File: src/rtl/uart_tx_fifo_pkg.sv
// -----------------------------------------------------------------------------
// uart_tx_fifo_pkg
// Shared definitions for the buffered UART transmitter: register offsets in the
// UART window, STATUS bit positions and the serializer state encoding.
// The same offsets and bit positions are used by system_bus software drivers.
// -----------------------------------------------------------------------------
package uart_tx_fifo_pkg;

    // Byte offsets inside the UART window
    localparam logic [3:0] UART_TXDATA_OFS = 4'h0;
    localparam logic [3:0] UART_STATUS_OFS = 4'h4;

    // STATUS register bit positions
    localparam int ST_FULL    = 0;
    localparam int ST_EMPTY   = 1;
    localparam int ST_OVF     = 2;
    localparam int ST_BUSY    = 3;
    localparam int ST_CNT_LSB = 8;

    // Serializer states
    typedef enum logic [1:0] {
        S_IDLE  = 2'd0,
        S_START = 2'd1,
        S_DATA  = 2'd2,
        S_STOP  = 2'd3
    } tx_state_t;

endpackage

File: src/rtl/uart_tx_fifo_sync_fifo.sv
// -----------------------------------------------------------------------------
// sync_fifo
// Single-clock FIFO with a registered read port (block-RAM friendly). Also
// intended for the receive path, so it carries no UART-specific logic.
// Ports:
//   clk, rst        clock, synchronous active-high reset (empties the FIFO)
//   push, wdata     write request and data; ignored while full
//   pop             read request; ignored while empty. rdata is updated on the
//                   pop edge with the entry at the read pointer and then held.
//   full, empty     occupancy flags from the registered count
//   count           number of stored entries, 0..DEPTH
// -----------------------------------------------------------------------------
module sync_fifo #(
    parameter int WIDTH = 8,
    parameter int DEPTH = 16,
    localparam int AW   = $clog2(DEPTH),
    localparam int CW   = AW + 1
) (
    input  logic             clk,
    input  logic             rst,
    input  logic             push,
    input  logic             pop,
    input  logic [WIDTH-1:0] wdata,
    output logic [WIDTH-1:0] rdata,
    output logic             full,
    output logic             empty,
    output logic [CW-1:0]    count
);

    logic [WIDTH-1:0] r_mem [DEPTH];
    logic [WIDTH-1:0] r_rdata;
    logic [AW-1:0]    r_wr_ptr;
    logic [AW-1:0]    r_rd_ptr;
    logic [CW-1:0]    r_count;

    logic w_push;
    logic w_pop;

    assign full   = (r_count == CW'(DEPTH));
    assign empty  = (r_count == '0);
    assign count  = r_count;
    assign rdata  = r_rdata;

    // Full/empty come from the registered count only: a push while full is
    // dropped even if a pop happens in the same cycle.
    assign w_push = push && !full;
    assign w_pop  = pop && !empty;

    // Storage and read register carry no reset so they map onto block RAM.
    always_ff @(posedge clk) begin
        if (w_push) begin
            r_mem[r_wr_ptr] <= wdata;
        end
        if (w_pop) begin
            r_rdata <= r_mem[r_rd_ptr];
        end
    end

    // Pointers are AW bits wide, so wrapping modulo DEPTH is implicit.
    always_ff @(posedge clk) begin
        if (rst) begin
            r_wr_ptr <= '0;
            r_rd_ptr <= '0;
            r_count  <= '0;
        end else begin
            if (w_push) begin
                r_wr_ptr <= r_wr_ptr + AW'(1);
            end
            if (w_pop) begin
                r_rd_ptr <= r_rd_ptr + AW'(1);
            end
            case ({w_push, w_pop})
                2'b10:   r_count <= r_count + CW'(1);
                2'b01:   r_count <= r_count - CW'(1);
                default: r_count <= r_count;
            endcase
        end
    end

endmodule

File: src/rtl/uart_tx_fifo.sv
// -----------------------------------------------------------------------------
// uart_tx_fifo
// Buffered 8N1 UART transmitter in the system_bus UART window. Stores to TXDATA
// queue bytes in a FIFO; the serializer drains it onto uart_txd back-to-back.
// STATUS lets software poll for room instead of stalling on the line rate.
// Ports:
//   clk, rst     system clock, synchronous active-high reset
//   uart_addr    byte offset: 0x0 TXDATA (write byte), 0x4 STATUS
//   uart_wen     one-cycle write strobe
//   uart_wdata   [7:0] TXDATA byte, [2] STATUS overflow clear
//   uart_rdata   combinational read data (STATUS; everything else reads 0)
//   uart_txd     registered serial output, idles high
//   tx_busy      serializer not idle
//   overflow     sticky: a TXDATA write was dropped because the FIFO was full
// -----------------------------------------------------------------------------
module uart_tx_fifo
    import uart_tx_fifo_pkg::*;
#(
    parameter int CLK_FREQ = 50_000_000,
    parameter int BAUD     = 115200,
    parameter int DEPTH    = 16
) (
    input  logic        clk,
    input  logic        rst,
    input  logic [3:0]  uart_addr,
    input  logic        uart_wen,
    input  logic [31:0] uart_wdata,
    output logic [31:0] uart_rdata,
    output logic        uart_txd,
    output logic        tx_busy,
    output logic        overflow
);

    localparam int CLKS_PER_BIT = CLK_FREQ / BAUD;
    localparam int BW           = (CLKS_PER_BIT > 1) ? $clog2(CLKS_PER_BIT) : 1;
    localparam int CW           = $clog2(DEPTH) + 1;

    tx_state_t      r_state;
    tx_state_t      w_state_next;
    logic [BW-1:0]  r_bcnt;
    logic [BW-1:0]  w_bcnt_next;
    logic [2:0]     r_bit_idx;
    logic [2:0]     w_bit_idx_next;
    logic           r_txd;
    logic           w_txd_next;
    logic           r_overflow;

    logic           w_push_req;
    logic           w_clr_req;
    logic           w_pop;
    logic           w_full;
    logic           w_empty;
    logic [CW-1:0]  w_count;
    logic [7:0]     w_rd_byte;
    logic           w_bit_end;
    logic [31:0]    w_status;
    logic           w_unused_wdata;

    // Bus decode
    assign w_push_req = uart_wen && (uart_addr == UART_TXDATA_OFS);
    assign w_clr_req  = uart_wen && (uart_addr == UART_STATUS_OFS) && uart_wdata[2];
    assign w_unused_wdata = ^uart_wdata[31:8];

    sync_fifo #(
        .WIDTH (8),
        .DEPTH (DEPTH)
    ) u_fifo (
        .clk   (clk),
        .rst   (rst),
        .push  (w_push_req),
        .pop   (w_pop),
        .wdata (uart_wdata[7:0]),
        .rdata (w_rd_byte),
        .full  (w_full),
        .empty (w_empty),
        .count (w_count)
    );

    assign w_bit_end = (r_bcnt == BW'(CLKS_PER_BIT - 1));

    // The popped byte stays in the FIFO read register for the whole frame, so
    // the data phase selects bits by index instead of keeping a separate copy.
    always_comb begin
        w_state_next   = r_state;
        w_bcnt_next    = w_bit_end ? '0 : r_bcnt + BW'(1);
        w_bit_idx_next = r_bit_idx;
        w_pop          = 1'b0;
        case (r_state)
            S_IDLE: begin
                w_bcnt_next = '0;
                if (!w_empty) begin
                    w_pop        = 1'b1;
                    w_state_next = S_START;
                end
            end
            S_START: begin
                if (w_bit_end) begin
                    w_state_next   = S_DATA;
                    w_bit_idx_next = 3'd0;
                end
            end
            S_DATA: begin
                if (w_bit_end) begin
                    if (r_bit_idx == 3'd7) begin
                        w_state_next = S_STOP;
                    end else begin
                        w_bit_idx_next = r_bit_idx + 3'd1;
                    end
                end
            end
            S_STOP: begin
                if (w_bit_end) begin
                    // Chain straight into the next frame when bytes are waiting.
                    if (!w_empty) begin
                        w_pop        = 1'b1;
                        w_state_next = S_START;
                    end else begin
                        w_state_next = S_IDLE;
                    end
                end
            end
            default: begin
                w_state_next = S_IDLE;
            end
        endcase

        // Line level is derived from the next state so the output flop
        // changes on the same edge as the state.
        case (w_state_next)
            S_START: w_txd_next = 1'b0;
            S_DATA:  w_txd_next = w_rd_byte[w_bit_idx_next];
            default: w_txd_next = 1'b1;
        endcase
    end

    always_ff @(posedge clk) begin
        if (rst) begin
            r_state    <= S_IDLE;
            r_bcnt     <= '0;
            r_bit_idx  <= '0;
            r_txd      <= 1'b1;
            r_overflow <= 1'b0;
        end else begin
            r_state   <= w_state_next;
            r_bcnt    <= w_bcnt_next;
            r_bit_idx <= w_bit_idx_next;
            r_txd     <= w_txd_next;
            // A dropped push beats a simultaneous clear.
            if (w_push_req && w_full) begin
                r_overflow <= 1'b1;
            end else if (w_clr_req) begin
                r_overflow <= 1'b0;
            end
        end
    end

    always_comb begin
        w_status                     = '0;
        w_status[ST_FULL]            = w_full;
        w_status[ST_EMPTY]           = w_empty;
        w_status[ST_OVF]             = r_overflow;
        w_status[ST_BUSY]            = tx_busy;
        w_status[ST_CNT_LSB +: CW]   = w_count;
    end

    assign uart_rdata = (uart_addr == UART_STATUS_OFS) ? w_status : 32'd0;
    assign uart_txd   = r_txd;
    assign tx_busy    = (r_state != S_IDLE);
    assign overflow   = r_overflow;

endmodule

File: config.mk
export PLATFORM = sky130hd
export DESIGN_NAME = uart_tx_fifo
export DESIGN_NICKNAME = d
export VERILOG_FILES = /design/src/rtl/uart_tx_fifo_pkg.sv /design/src/rtl/uart_tx_fifo_sync_fifo.sv /design/src/rtl/uart_tx_fifo.sv
export SDC_FILE = /design/constraint.sdc
export NUM_CORES = 1
export LEC_CHECK = 0
export BUFFER_PORTS_ARGS = -buffer_cell sky130_fd_sc_hd__buf_2
export CORE_MARGIN = 8
export CORE_UTILIZATION = 49
export CTS_BUF_LIST = sky130_fd_sc_hd__clkbuf_4 sky130_fd_sc_hd__clkbuf_8
export DETAILED_ROUTE_END_ITERATION = 12
export PLACE_DENSITY = 0.78
export REMOVE_ABC_BUFFERS = 1
export SETUP_SLACK_MARGIN = 0.5
export SYNTH_ARGS = -nofsm -noshare
export SYNTH_HDL_FRONTEND = slang
export SYNTH_HIERARCHICAL = 1
export SYNTH_SLANG_ARGS = --single-unit
File: constraint.sdc
create_clock -name clk -period 4.3 [get_ports clk]
set_input_delay 0.645 -clock clk [delete_from_list [all_inputs] [get_ports clk]]
set_output_delay 0.645 -clock clk [all_outputs]
set_load 0.005 [all_outputs]
==> reports/results.txt, run 1 <==
DIE WIDTH = 137 um
Relative slew margins = 0.404
antenna viol nets, final = 0
area grow syn2layout = 8.88%
DR vias = 4038
Least-Margin Pin Slew = 0.891 ns
CTS Buffer Depth = 2
number of max-cap violations = 0
grt ovf = 0
xor/xnor share of the synthesized area = 0.0183
Max Freq = 281 MHz
Die Ht = 137 um
adder-cell share of the synthesized area = 0.0324
mux contribution to synthesized area = 0.106
maximum vdd drop = 0.425 mV
final wirelength = 13100 um
Root Buffer = clkbuf_8
cell with the largest stage delay on the worst path = dfxtp_1
final setup TNS = 0 ns
Power Density = 376 mW/mm2
crit-path max cell delay = 0.41 ns
main combinational cell family by area after synthesis = multiplexers
post-synthesis async set-or-reset flop share = 0
Synth Area in Simple Gates = 0.0846
CP max FO = 9
layout net count = 565
Hold Vio Cnt, Final = 0
Post-CTS Setup Repair Bufs = 0
Synth cell types = 55
Setup crit end kind = register
most frequent cells in the layout = 136 x edfxtp_1, 53 x nor2_1, 32 x mux4_2
GPL Wtd Cong = 0.804
Seq/Total Area, Yosys = 0.649
critical path arrival = 3.91 ns
share of layout cells above drive strength 1 = 0.217
placed cell areas = 0.00740 mm2
largest net degree at the start of global routing = 36
most common cell after layout, fill and taps aside = edfxtp_1
Setup WS pre-CTS = 0.454 ns
fin area = 0.00782 mm2
Final Skew = 0.0101 ns
Synth Instances = 478
Synth Area in Compound Gates = 0.0592
Seq cells post-synth = 165
total power = 2.94 mW
DRT iter0 DRCs = 394
Final WS setup = 0.740 ns
first-pass GRT wire length = 20600 um
max-slew violations = 0
Startpoint Class = register
CTS tree = done
Num CTS Buffers = 17
GR Util All Layers = 0.146
final design utilization = 0.542
DR WL/cell = 18.6 um
RSZ-0062 raised after global routing = no
htree depth = 4
status = finished clean
clock sinks = 165
CP Cell Sequence = ha_1 -> and4b_1 -> and2_4 -> a21oi_1 -> nor3_2 -> o21ai_2 -> inv_2 -> ha_1 -> inv_1 -> fa_1 -> nand2b_1 -> a21oi_1 -> mux2i_1 -> mux2_2
Primary FF master, synth = edfxtp_1
initial antenna violation count = 0
Cell Rows = 44
Yosys warning total = 6
# placed instances = 673
hold-fix buffer count after cts = 0
clock slew at reported path FFs = 0.09 ns
Core Area = 0.0144 mm2
final worst-path cycle share = 0.828
vias in the first global route = 4048
Via density = 5.74
Layout fillers = 1108
Initial Utilization = 0.498
final hold slack = 0.493 ns
leakage power = 2.67 nW
worst hold path type = register to register
iteration count of the initial detailed-routing pass = 5
fin crit period = 3.56 ns
Port Buffers = 26
CP Class = register to register
Worst Path Required = 4.65 ns
num ports = 74
Post-synth EDFFs = 136
ant diodes = 0
clk_lat worst skew = 0.46 ns
Final setup viols = 0
mapped cell area = 0.00719 mm2
# DRC = 0
DP Wirelength = 8890 um
Syn Area/Cell = 15.0 um2
Die Area = 0.0188 mm2
Non-Filler Instances = 704
## report_power, final
part / leakage, nW / internal (mW) / switching (mW) / total (mW)
Combinational: 1.01 / 0.0125 / 0.0384 / 0.0510
Clock: 0.208 / 0.590 / 0.573 / 1.16
Sequential: 1.46 / 1.72 / 0.00177 / 1.73
## kinds of logic (layout without fill, tap and decap cells)
| group | count (synthesis) | count (layout) |
|---|---|---|
| DFF | 165 | 165 |
| and+or+nand+nor | 126 | 126 |
| buffers and inverters | 64 | 84 |
| AOI/OAI and AO/OA | 53 | 53 |
| muxes | 36 | 36 |
| adders and majority gates | 18 | 18 |
| xor gates and xnor gates | 15 | 15 |
| other | 1 | 23 |
## synth_stat cells (all sizes together) (4+ instances only)
cell    instances  area (um2)
nor2           53         199
and3           12        75.1
a21oi           9        48.8
inv            19        71.3
xor2            9        78.8
mux4           32         721
a22oi          19         143
nor3            8        45.0
ha             17         213
clkbuf         13        52.6
dfxtp          29         581
edfxtp        136        4080
nand2          22        82.6
o21ai           9        48.8
o211ai          4        43.8
xnor2           6        52.6
nand3          11        55.1
buf            32         234
## layout make-up
type / count / area (um2) / area share
timing repair buffer: 34 / 190 / 0.0243
tap: 184 / 230 / 0.0294
clock buffer: 18 / 241 / 0.0309
clock inverter: 13 / 174 / 0.0222
inverter: 19 / 71.3 / 0.00912
sequential: 165 / 4670 / 0.596
multi-input combinational: 271 / 2250 / 0.288
## per-layer routing
layer | up-vias | routed length, um | GRT usage
li1 | 1819 | - | -
met1 | 2004 | 5270 | 0.180
met2 | 193 | 6330 | 0.239
met3 | 22 | 1230 | 0.0385
met4 | 0 | 242 | 0.0604
met5 | - | 0 | 0
## final timing paths
check             startpoint               to  slack (ns)  depth (start not counted)
hold reg to reg    r_bcnt[0]        r_bcnt[0]        0.49                          1
setup / recovery   r_bcnt[0]  u_fifo/count[4]        0.74                         14
setup reg to reg   r_bcnt[0]  u_fifo/count[4]        0.74                         14
hold / removal     r_bcnt[0]        r_bcnt[0]        0.49                          1
## critical path: cells and delay by family (launching register included)
kind / cells / cell delay, ns
AO/OA/AOI/OAI: 3 / 0.37
adder cells (fa/ha/maj): 3 / 0.84
buffers and inverters: 2 / 0.29
flip-flops: 1 / 0.41
multiplexers: 2 / 0.57
AND/OR/NAND/NOR: 4 / 0.99
## flip-flops by register name, summed over array words and instances (netlist names)
signal,flops
overflow,1
r_bit_idx,3
uart_txd,1
r_bcnt,9
u_fifo/r_mem,128
r_state,2
u_fifo/count,5
u_fifo/r_rd_ptr,4
u_fifo/rdata,8
u_fifo/r_wr_ptr,4
## what timing repair did
action                     4_1_cts  5_1_grt
hold endpoints to repair         0        0
pin swaps                        0        0
setup endpoints to repair        1        1
resized for setup                1        1
Power figures use the tool's default switching activity.
==> run 2: changes to the inputs <==
--- a/config.mk
+++ b/config.mk
@@ -5,12 +5,13 @@
 export SDC_FILE = /design/constraint.sdc
 export NUM_CORES = 1
 export LEC_CHECK = 0
+export ABC_AREA = 1
 export BUFFER_PORTS_ARGS = -buffer_cell sky130_fd_sc_hd__buf_2
 export CORE_MARGIN = 8
 export CORE_UTILIZATION = 49
 export CTS_BUF_LIST = sky130_fd_sc_hd__clkbuf_4 sky130_fd_sc_hd__clkbuf_8
 export DETAILED_ROUTE_END_ITERATION = 12
-export PLACE_DENSITY = 0.78
+export PLACE_DENSITY = 0.8
 export REMOVE_ABC_BUFFERS = 1
 export SETUP_SLACK_MARGIN = 0.5
 export SYNTH_ARGS = -nofsm -noshare
==> constraint.sdc (replaced) <==
create_clock -name clk -period 3 [get_ports clk]
set_input_delay 0.45 -clock clk [delete_from_list [all_inputs] [get_ports clk]]
set_output_delay 0.45 -clock clk [all_outputs]
set_load 0.005 [all_outputs]
==> reports/results.txt, run 2 <==
status = finished clean
post-synthesis async set-or-reset flop share = 0 (unchanged)
vias in the first global route = 5423 (+34%)
final design utilization = 0.561 (+0.0186)
Non-Filler Instances = 1151 (+63%)
DP Wirelength = 10500 um (+19%)
r2r setup slk = 0.45 ns (-0.29 ns)
Final Skew = 0.00889 ns (-0.00117 ns)
clk_lat worst skew = 0.46 ns (about the same)
placed cell areas = 0.00829 mm2 (+12%)
ranking of synthesized cells by area = edfxtp_1 52%, nand2_1 11%, dfxtp_1 7.3%, nand3_1 7.2%, inv_1 7.2%
antenna viol nets, final = 0 (unchanged)
Setup WS pre-CTS = 0.122 ns (-0.331 ns)
CP most frequent cell = nand2_1
Syn Area/Cell = 9.14 um2 (-39%)
CTS tree = done
num ports = 74 (unchanged)
fin crit period = 2.55 ns (-1.01 ns)
Largest register FFs = 128 (unchanged)
Multi-input gate area = 0.00252 mm2 (+12%)
top cells by count, synth = 232 x nand2_1, 152 x inv_1, 136 x edfxtp_1
Post-synth EDFFs = 136 (unchanged)
maximum vdd drop = 0.562 mV (+32%)
CTS Buffer Depth = 2 (unchanged)
area leader, netlist = edfxtp_1
Worst Hold Endpoint = r_bit_idx[1]
crit-path max cell delay = 0.43 ns (+0.02 ns)
Most flops, register = u_fifo/r_mem
mapped cell area = 0.00793 mm2 (+10%)
first-pass GRT wire length = 26300 um (+28%)
Max Freq = 393 MHz (+40%)
Seq cells post-synth = 165 (unchanged)
Synth cell types = 37 (-33%)
DRT iter0 DRCs = 505 (+28%)
largest net degree at the start of global routing = 68 (+89%)
Root Buffer = clkbuf_8
CP Class = register to register
hold path startpoint = rst
critical path arrival = 2.91 ns (-1.00 ns)
worst r2r dst = u_fifo/count[4]
Layout fillers = 1306 (+18%)
ant diodes = 0 (unchanged)
grt ovf = 0 (unchanged)
Hold Vio Cnt, Final = 0 (unchanged)
Primary FF master, synth = edfxtp_1
# DRC = 0 (unchanged)
Setup crit end kind = register
Least-Margin Pin Slew = 0.750 ns (-0.140 ns)
cell family with most CP delay = simple AND/OR/NAND/NOR gates
Final WS setup = 0.453 ns (-0.287 ns)
Via density = 4.99 (-13%)
total power = 4.98 mW (+69%)
worst hold path type = input port to register
FF-to-FF path depth = 17 (+3)
max-slew violations = 0 (unchanged)
crit path buf inv count = 5 (+3)
worst hold stages = 2 (+1)
area grow syn2layout = 12.0%
Yosys warning total = 6 (unchanged)
Die Ht = 143 um (+4.4%)
Num CTS Buffers = 17 (unchanged)
clock slew at reported path FFs = 0.08 ns (about the same)
Die Area = 0.0205 mm2 (+9.1%)
Worst Path Required = 3.36 ns (-1.29 ns)
iteration count of the initial detailed-routing pass = 5 (unchanged)
worst r2r src = u_fifo/count[1]
cell with the largest stage delay on the worst path = dfxtp_1
Final setup viols = 0 (unchanged)
layout net count = 980 (+73%)
Synth Instances = 867 (+81%)
# placed instances = 1106 (+64%)
final hold slack = 0.337 ns (-0.156 ns)
DIE WIDTH = 143 um (+4.4%)
share of layout cells above drive strength 1 = 0.142 (-0.0751)
leakage power = 3.96 nW (+48%)
CP Cell Sequence = nor2_1 -> nand3_1 -> inv_1 -> a211oi_4 -> nand2_2 -> inv_2 -> ha_4 -> inv_4 -> fa_2 -> inv_2 -> nand2_1 -> nand2_1 -> nand2_1 -> nand2_1 -> nand3_1 -> nand2_1 -> inv_1
most frequent cells in the layout = 229 x nand2_1, 148 x inv_1, 136 x edfxtp_1
final worst-path cycle share = 0.849 (+0.0211)
Relative slew margins = 0.500 (+0.0958)
Core Area = 0.0158 mm2 (+9.7%)
initial antenna violation count = 0 (unchanged)
GR Util All Layers = 0.167 (+0.0208)
fin area = 0.00888 mm2 (+13%)
Seq/Total Area, Yosys = 0.589 (-0.0606)
Power Density = 561 mW/mm2 (+49%)
Cell Rows = 46 (+4.5%)
Startpoint Class = register
register area = 0.00467 mm2 (about the same)
CP max FO = 5 (-4)
final setup TNS = 0 ns (unchanged)
area share of the largest cell type after synthesis = 0.515 (-0.0530)
DR vias = 5749 (+42%)
RSZ-0062 raised after global routing = yes
GPL Wtd Cong = 0.847 (+5.3%)
clock sinks = 165 (unchanged)
final wirelength = 17000 um (+30%)
count leader, synth = nand2_1
Port Buffers = 26 (unchanged)
DR WL/cell = 14.8 um (-20%)
number of max-cap violations = 0 (unchanged)
htree depth = 4 (unchanged)
Initial Utilization = 0.501 (+0.00253)
most common cell after layout, fill and taps aside = nand2_1
==> run 2: cell count changes after synthesis, moves of 6 or more <==
cell      change
a22oi_1      -19
buf_2        +10
xor2_1        -6
mux4_2       -32
inv_1       +133
inv_2         +8
nand2_1     +210
clkbuf_1      -7
nand2_2       +6
buf_4         +6
nor2_1       +14
nand3_1     +103
and3_1       -12
==> run 2: logic make-up after synthesis <==
family	synth area share
buffers and inverters	0.116
XOR/XNOR	0.00442
other	0.000473
AND/OR/NAND/NOR	0.242
AO/OA/AOI/OAI	0.0201
flip-flops	0.589
adder cells (fa/ha/maj)	0.0294
==> run 2: worst reg2reg max path: stages, from the launching register on <==
cell and delay, ns:
dfxtp_1 0.43, nor2_1 0.10, nand3_1 0.20, inv_1 0.18, a211oi_4 0.27, nand2_2 0.13, inv_2 0.10, ha_4 0.17
inv_4 0.04, fa_2 0.37, inv_2 0.05, nand2_1 0.04, nand2_1 0.07, nand2_1 0.06, nand2_1 0.07, nand3_1 0.07
nand2_1 0.07, inv_1 0.04
==> run 2: layer usage <==
| layer | share of wire | GRT usage |
|---|---|---|
| met3 | 0.075 | 0.0354 |
| met2 | 0.50 | 0.288 |
| met5 | 0 | 0 |
| met1 | 0.40 | 0.198 |
| met4 | 0.022 | 0.0666 |
==> run 2: area by class of cell <==
class,count,share of cell area
clock inverter,14,0.0142
multi-input combinational,514,0.283
clock buffer,17,0.0263
tap,216,0.0304
inverter,162,0.0689
sequential,165,0.526
timing repair buffer,63,0.0507
==> run 2: worst max-delay path by stage <==
stage | start | endpoint | slack (ns) | depth (start not counted)
detailed placement | r_bcnt[0] | u_fifo/count[4] | 0.12 | 20
global route | r_bcnt[1] | u_fifo/count[4] | 0.33 | 21
finish | u_fifo/count[1] | u_fifo/count[4] | 0.45 | 17
CTS | r_bcnt[1] | u_fifo/r_rd_ptr[0] | 0.52 | 19
global placement | r_bcnt[0] | u_fifo/count[4] | 0.17 | 20
floorplan | u_fifo/r_rd_ptr[0] | u_fifo/rdata[0] | 0.22 | 7
==> run 2: power by group <==
group	internal [mW]	switching (mW)	total (mW)
logic	0.343	0.587	0.930
clock network	0.660	0.826	1.49
registers	2.53	0.0332	2.56
total	3.53	1.45	4.98
==> run 2: timing repair <==
| item | 4_1_cts | 5_1_grt |
|---|---|---|
| hold buffers | 0 | 0 |
| resized for setup | 11 | 21 |
| buffers inserted | 12 | 2 |
| gates cloned | 0 | 0 |
| setup endpoints to repair | 4 | 7 |
| pin swaps | 5 | 9 |
